## src/rtl/modadd_serial_ctrl.sv

```systemverilog
// rtl/modadd_serial_ctrl.sv - bit-serial (a +/- b) mod M controller with main and correction passes
module modadd_serial_ctrl #(
  parameter int N = 4,
  parameter int M = 13
) (
  input  logic         clk,
  input  logic         rst,
  input  logic         start,
  input  logic         sub,
  input  logic [N-1:0] a,
  input  logic [N-1:0] b,
  output logic         busy,
  output logic         done,
  output logic         err,
  output logic [N-1:0] result
);

  localparam int             CW        = $clog2(N + 1);
  localparam logic [N:0]     MOD       = (N + 1)'(M);
  localparam logic [CW-1:0]  LAST_ADD  = CW'(N - 1);
  localparam logic [CW-1:0]  LAST_CORR = CW'(N);

  typedef enum logic [1:0] {IDLE, ADD, CORR, DONE} state_t;

  state_t        state, state_nx;
  logic [N-1:0]  ra, rb, s, t;
  logic          rsub, carry, cbw, err_wait;
  logic [CW-1:0] cnt;
  logic [N:0]    a_ext, b_ext, s_ext;
  logic          x, y, g, p, sum, cout, bad;

  assign a_ext = {1'b0, ra};
  assign b_ext = {1'b0, rb};
  assign s_ext = {cbw, s};
  assign bad   = ({1'b0, a} >= MOD) || ({1'b0, b} >= MOD);

  // One serial slice: HAL generate/propagate cells plus the carry flop.
  always_comb begin
    x = 1'b0;
    y = 1'b0;
    case (state)
      ADD: begin
        x = a_ext[cnt];
        y = b_ext[cnt] ^ rsub;
      end
      CORR: begin
        x = s_ext[cnt];
        y = rsub ? MOD[cnt] : ~MOD[cnt];
      end
      default: ;
    endcase
    g    = x & y;
    p    = x ^ y;
    sum  = p ^ carry;
    cout = g | (p & carry);
  end

  always_comb begin
    state_nx = state;
    case (state)
      IDLE: if (start) state_nx = bad ? DONE : ADD;
      ADD:  if (cnt == LAST_ADD) state_nx = CORR;
      CORR: if (cnt == LAST_CORR) state_nx = DONE;
      DONE: if (!err_wait) state_nx = IDLE;
      default: state_nx = IDLE;
    endcase
  end

  assign busy = (state == ADD) || (state == CORR);
  assign done = (state == DONE) && !err_wait;

  always_ff @(posedge clk) begin
    if (rst) begin
      state    <= IDLE;
      ra       <= '0;
      rb       <= '0;
      s        <= '0;
      t        <= '0;
      rsub     <= 1'b0;
      carry    <= 1'b0;
      cbw      <= 1'b0;
      err_wait <= 1'b0;
      cnt      <= '0;
      err      <= 1'b0;
      result   <= '0;
    end else begin
      state <= state_nx;
      case (state)
        IDLE: begin
          if (start) begin
            ra     <= a;
            rb     <= b;
            rsub   <= sub;
            carry  <= sub;
            cbw    <= 1'b0;
            s      <= '0;
            t      <= '0;
            cnt    <= '0;
            result <= '0;
            err    <= bad;
            // Range errors spend one extra cycle in DONE before done asserts.
            err_wait <= bad;
          end
        end
        ADD: begin
          s     <= {sum, s[N-1:1]};
          carry <= cout;
          cnt   <= cnt + CW'(1);
          if (cnt == LAST_ADD) begin
            cnt   <= '0;
            cbw   <= rsub ? ~cout : cout;
            // Correction subtracts M for add (carry-in 1), adds M for sub.
            carry <= ~rsub;
          end
        end
        CORR: begin
          carry <= cout;
          cnt   <= cnt + CW'(1);
          if (cnt != LAST_CORR) t <= {sum, t[N-1:1]};
          if (cnt == LAST_CORR) begin
            cnt <= '0;
            if (rsub) result <= cbw ? t : s;
            else      result <= cout ? t : s;
          end
        end
        DONE: err_wait <= 1'b0;
        default: ;
      endcase
    end
  end

endmodule

```

## config.mk

```make
export PLATFORM = sky130hd
export DESIGN_NAME = modadd_serial_ctrl
export DESIGN_NICKNAME = d
export VERILOG_FILES = /design/src/rtl/modadd_serial_ctrl.sv
export SDC_FILE = /design/constraint.sdc
export NUM_CORES = 1
export LEC_CHECK = 0
export CAP_MARGIN = 0
export CORE_AREA = 2 2 77 79
export DETAILED_ROUTE_END_ITERATION = 6
export DIE_AREA = 0 0 79 81
export PLACE_DENSITY = 0.46
export RECOVER_POWER = 25
export SLEW_MARGIN = 5
export SYNTH_ARGS = -nofsm -noshare
export SYNTH_HDL_FRONTEND = slang
export SYNTH_SLANG_ARGS = --single-unit
export TNS_END_PERCENT = 20
```

## constraint.sdc

```tcl
create_clock -name clk -period 3.1 [get_ports clk]
set_clock_uncertainty 0.05 [all_clocks]
set_input_delay 0.31 -clock clk [delete_from_list [all_inputs] [get_ports clk]]
set_output_delay 0.31 -clock clk [all_outputs]
set_load 0.1 [all_outputs]
```

# Word level (Yosys, flattened, before mapping)
# Memories as Yosys holds them, arrays and structs flattened. A register that Yosys moved wholly into a read port is not among the register bits.
# Index checks and enable logic that the tools add are counted.
[word_totals]
register_bits = 30
latchBits = 0
ramBits = 0
rom_bits = 8
input_bits = 12
mem_count = 1
[classes]
n_addsub = 1
n_mul = 0
div_mod_pow = 0
magnitude_cmp = 3
eq_ne = 11
shift = 0
mux = 40
bitwise = 9
reduce_logical = 17
[memory_table]
columns = ["memory", "words", "width", "read_ports", "rd_ports_with_merged_regs", "wr", "line", "text"]
rows = [
  ["(name not given)", 8, 1, 1, 1, 0, "48", "y = rsub ? MOD[cnt] : ~MOD[cnt];"],
]
[ops]
columns = ["operator", "n"]
rows = [
  ["two-way mux 4 bit", 6],
  ["case mux 4 bit (2 select lines)", 3],
  ["two-way mux 3 bit", 5],
  ["two-way mux 1 bit", 11],
  ["two-way mux 2 bit", 5],
  ["binary-select mux 1 bit (select 3 bit)", 3],
  ["case mux 3 bit (3 select lines)", 1],
  ["AND reduction 3 bit", 3],
  [">= comparator 4 bit (second input constant)", 2],
  ["!= test 2 bit (second input constant)", 4],
  ["case mux 1 bit (2 select lines)", 4],
  ["case mux 2 bit (4 select lines)", 1],
  ["AND reduction 2 bit", 4],
  ["nonzero test 2 bit", 3],
  ["== test 2 bit (second input constant)", 2],
  ["< comparator 3 x 4 -> 1 bit (second input constant)", 1],
  ["AND reduction 4 bit", 1],
  ["adder 3 x 1 -> 3 bit (second input constant)", 1],
  ["== test 3 x 2 -> 1 bit (second input constant)", 1],
  ["== test 3 bit (second input constant)", 1],
  ["!= test 3 bit (second input constant)", 1],
  ["inverter 1 bit", 3],
  ["case mux 1 bit (3 select lines)", 1],
  ["nonzero test 3 bit", 1],
  ["9 further kinds", 13],
]

# Longest topological paths before layout
[depth]
ltp_word = 12
ltp_mapped = 12
ltp_nobuf = 11

# Worst setup path after synthesis
# OpenSTA, ideal clock, no wires.
[synth_timing]
path_type = "register to register"
startpoint = "reg cnt[0]"
endpoint = "reg result[2]"
setup_ns = 0.129
t_arrival_ns = 2.660
setup_slack_ns = 0.261
path_stages_with_launch = 10
path_buffers = 0
period_less_slack_ns = 2.839
path_cell_list = "dfxtp_1 -> mux4_2 -> a32o_1 -> o21ai_0 -> a21oi_1 -> fa_1 -> mux2i_1 -> mux2i_1 -> a2bb2oi_1 -> nor2_1"
[synth_via]
elab_chain_len = 11
word_cells_on_any_way = 20
[synth_lines]
columns = ["item", "line", "text"]
rows = [
  ["start: declaration", "28", "logic [CW-1:0] cnt;"],
  ["start signal: assignment", "108", "cnt <= cnt + CW'(1);"],
  ["start signal: assignment", "118", "cnt <= cnt + CW'(1);"],
  ["binary-select mux 1 bit (select 3 bit)", "44", "y = b_ext[cnt] ^ rsub;"],
  ["two-way mux 1 bit (not written as such)", "44", ""],
  ["bitwise XOR 1 bit", "44", ""],
  ["case mux 1 bit (2 select lines)", "41", "case (state)"],
  ["bitwise XOR 1 bit", "53", "p = x ^ y;"],
  ["AND 1 bit", "55", "cout = g | (p & carry);"],
  ["OR 1 bit", "55", ""],
  ["two-way mux 4 bit", "123", "else result <= cout ? t : s;"],
  ["two-way mux 4 bit", "122", "if (rsub) result <= cbw ? t : s;"],
  ["two-way mux 4 bit", "120", "if (cnt == LAST_CORR) begin"],
  ["case mux 4 bit (2 select lines)", "88", "case (state)"],
  ["end signal: assignment", "122", ""],
  ["end signal: assignment", "123", ""],
  ["end: declaration", "15", "output logic [N-1:0] result"],
]
# Several ways; a longest one is shown, not always the timed one. The select of a mux whose other input is x is not followed.
# A chain may end at the register's enable or synchronous reset.

# Final worst setup path
# Ends and elaborated chain as after synthesis.

==> results.sh <==
export IMPL_outcome="complete, no violations"
export IMPL_finalNetCount=230
export IMPL_ctsHoldBuffers=0
export IMPL_reg2reg_to="result[2]"
export IMPL_cp_num_buf_inv=1
export IMPL_layout_min_cycle_time_ns=2.68
export IMPL_report_final_setup_viol=0
export IMPL_fillers=634
export IMPL_core_rowCount=28
export IMPL_antenna_left=0
export IMPL_crit_path_top_delay_cell="sky130_fd_sc_hd__mux4_2"
export IMPL_boundaryPins=19
export IMPL_slew_headroom=0.355
export IMPL_grt_setup_unrepaired="no"
export IMPL_hold_start="ra[2]"
export IMPL_placed_cell_area_um2=1880
export IMPL_synthFlopType="sky130_fd_sc_hd__dfxtp_1"
export IMPL_die_y_um=81
export IMPL_totalNegativeSetupSlack_ns=0
export IMPL_grt_start_max_net_pins=20
export IMPL_drt_iter0_markers=64
export IMPL_yosys_area_top_type_share=0.385
export IMPL_final_max_slew_viol_count=0
export IMPL_layout_area_seq_um2=621
export IMPL_crit_path_end="result[2]"
export IMPL_multi_input_comb_area_um2=916
export IMPL_worst_r2r_path_depth=10
export IMPL_initial_util=0.284
export IMPL_mappedNetlistArea_um2=1610
export IMPL_wirelength_per_cell_um=13.9
export IMPL_met2WireLength_um=1800
export IMPL_synth_sequential_area_ratio=0.385
export IMPL_worst_hold_path_type="register to register"
export IMPL_synth_avg_cell_area_um2=8.61
export IMPL_routabilityCongestion=0.746
export IMPL_globalRoute_totalOverflow=0
export IMPL_routed_met1_length_um=2030
export IMPL_fmax_mhz=373
export IMPL_synth_enable_flop_cells=0
export IMPL_cts_root_to_sink_buffers=2
export IMPL_route_detailed_vias_per_inst=4.83
export IMPL_power_density_nw_per_um2=806
export IMPL_first_global_vias=1322
export IMPL_setup_worst_path_start="cnt[0]"
export IMPL_finish_instance_area_um2=1980
export IMPL_dp_hpwl_um=2980
export IMPL_vdd_drop_max_mv=0.304
export IMPL_final_layout_size_suffix_gt1_frac=0.0952
export IMPL_core_area_um2=5680
export IMPL_floorplan_die_width_um=79
export IMPL_cp_start_kind="register"
export IMPL_ctsResizeCount=0
export IMPL_grt_pass1_wl_um=6670
export IMPL_antenna_found_initial=0
export IMPL_power_leakage_uw=0.000755
export IMPL_post_route_worst_setup_slack_ns=0.422
export IMPL_postSynthRegisterBits=31
export IMPL_ctsRootBufferMaster="sky130_fd_sc_hd__clkbuf_8"
export IMPL_max_cap_viol_count=0
export IMPL_drt_wl_total_um=3960
export IMPL_timing_worst_setup_path_type="register to register"
export IMPL_cts_buffers=5
export IMPL_synthesized_net_count=208
export IMPL_crit_arrival_ns=2.80
export IMPL_grtUsageTotal=0.136
export IMPL_final_core_utilization=0.348
export IMPL_ys_warn_count=0
export IMPL_timing_critical_path_cells="mux4_2 > a32o_1 > o21ai_0 > a21oi_1 > fa_1 > mux2i_1 > buf_4 > mux2i_1 > a2bb2oi_1 > nor2_1"
export IMPL_tritoncts="built"
export IMPL_route_detailed_drc=0
export IMPL_critical_path_most_common_cell="sky130_fd_sc_hd__mux2i_1"
export IMPL_rrSetupSlack_ns=0.42
export IMPL_antenna_diode_count=0
export IMPL_biggest_area_contributors_in_the_synthesized_netlist="sky130_fd_sc_hd__dfxtp_1 (39%), sky130_fd_sc_hd__nand2_1 (7.0%), sky130_fd_sc_hd__a21oi_1 (6.2%)"
export IMPL_clock_latency_ns=0.28
export IMPL_met3_wirelength_um=103
export IMPL_post_synth_inst_count=187
export IMPL_port_buffers=18
export IMPL_highest_layer="met4"
export IMPL_yosys_cell_types_count=37
export IMPL_die_area_um2=6400
export IMPL_dpl_worst_slack_ns=0.427
export IMPL_h_tree_depth=2
export IMPL_tightestPinTransition_ns=0.965
export IMPL_crit_path_max_fanout=4
export IMPL_r2r_start="cnt[0]"
export IMPL_required_arrival_time_at_the_worst_endpoint_ns=3.22
export IMPL_timing_critical_path_slowest_cell_delay_ns=0.52
export IMPL_worstSetupEndpointType="register"
export IMPL_hold_violations=0
export IMPL_clock_sink_count=31
export IMPL_cts_clk_slew_worst_paths_ns=0.07
export IMPL_async_reset_ff_frac=0
export IMPL_synth_largest_area_cell="sky130_fd_sc_hd__dfxtp_1"
export IMPL_dr_total_vias=1376
export IMPL_areaGrowthSynthToFinish_pct=22.8
export IMPL_drt_pass1_iter_count=4
export IMPL_postCtsSetupBuffers=0
export IMPL_critical_path_cell_count=10
export IMPL_timing_critical_path_max_delay_family="multiplexers"
export IMPL_timing_final_crit_share=0.864
[worst min-delay path by stage]
stage,endpoint,cells past startpoint
global placement,ra[1],2
CTS,ra[2],2
global route,ra[2],2
floorplan,t[0],2
finish,ra[2],2
detailed placement,ra[2],2
[registers in the layout, indices dropped and copies added (netlist names), named ones only]
name,count
state,2
cbw,1
err,1
carry,1
rb,4
ra,4
s,4
rsub,1
err_wait,1
result,4
cnt,3
t,4
[placed cells by master (no fill, tap or decap), types with 4 or more instances in the layout]
cell / instances
sky130_fd_sc_hd__buf_4: 7
sky130_fd_sc_hd__nand4_1: 6
sky130_fd_sc_hd__inv_1: 9
sky130_fd_sc_hd__a22oi_1: 6
sky130_fd_sc_hd__clkbuf_8: 7
sky130_fd_sc_hd__clkdlybuf4s50_1: 16
sky130_fd_sc_hd__nand2_1: 30
sky130_fd_sc_hd__dfxtp_1: 31
sky130_fd_sc_hd__mux2i_1: 5
sky130_fd_sc_hd__o21ai_0: 6
sky130_fd_sc_hd__a2bb2oi_1: 4
sky130_fd_sc_hd__a21oi_1: 20
sky130_fd_sc_hd__ha_1: 8
sky130_fd_sc_hd__nor2_1: 18
[Yosys cell counts (3+ instances only)]
| library cell | n |
|---|---|
| sky130_fd_sc_hd__dfxtp_1 | 31 |
| sky130_fd_sc_hd__a22oi_1 | 6 |
| sky130_fd_sc_hd__o211ai_1 | 3 |
| sky130_fd_sc_hd__clkbuf_1 | 5 |
| sky130_fd_sc_hd__nor2b_1 | 3 |
| sky130_fd_sc_hd__a21oi_1 | 20 |
| sky130_fd_sc_hd__nand2_1 | 30 |
| sky130_fd_sc_hd__nand4_1 | 6 |
| sky130_fd_sc_hd__ha_1 | 8 |
| sky130_fd_sc_hd__inv_1 | 9 |
| sky130_fd_sc_hd__a2bb2oi_1 | 4 |
| sky130_fd_sc_hd__mux2i_1 | 5 |
| sky130_fd_sc_hd__o21ai_0 | 6 |
| sky130_fd_sc_hd__mux4_2 | 3 |
| sky130_fd_sc_hd__nor3_1 | 3 |
| sky130_fd_sc_hd__nor2_1 | 18 |
[per-stage QoR]
stage | hold slack [ns] | power (uW) | std cells
floorplan | 0.381 | 1080 | 187
global placement | 0.396 | 1260 | 277
detailed placement | 0.397 | 1260 | 277
CTS | 0.406 | 1610 | 285
global route | 0.432 | 1720 | 285
finish | 0.403 | 1590 | 285
[power breakdown]
| part | internal (uW) | switching [uW] | total [uW] | leakage (uW) |
|---|---|---|---|---|
| Sequential | 456 | 41.3 | 498 | 0.000252 |
| Clock | 203 | 151 | 354 | 0.0000515 |
| Combinational | 241 | 502 | 742 | 0.000451 |
[layer usage]
metal / up-vias / track usage
li1: 710 / -
met1: 643 / 0.174
met2: 21 / 0.219
met3: 2 / 0.0467
met4: 0 / 0.0362
met5: - / 0
[logic make-up after synthesis]
logic type                 after synthesis  share of synthesized area
xor gates and xnor gates                 1                    0.00544
AOI/OAI and AO/OA                       53                      0.221
muxes                                    9                     0.0800
DFF                                     31                      0.385
and+or+nand+nor                         67                      0.188
adders and majority gates                9                     0.0746
buffers and inverters                   17                     0.0458
[worst min-delay path, cell delays in order, from the launching register on]
cell and delay, ns:
sky130_fd_sc_hd__dfxtp_1 0.31, sky130_fd_sc_hd__nand2_1 0.05, sky130_fd_sc_hd__a21oi_1 0.05
[layout make-up]
cell class	instances	area share
multi-input combinational	139	0.463
sequential	31	0.314
timing repair buffer	23	0.108
clock buffer	8	0.0506
tap	75	0.0475
inverter	9	0.0171
(Power assumes the default switching activity.)
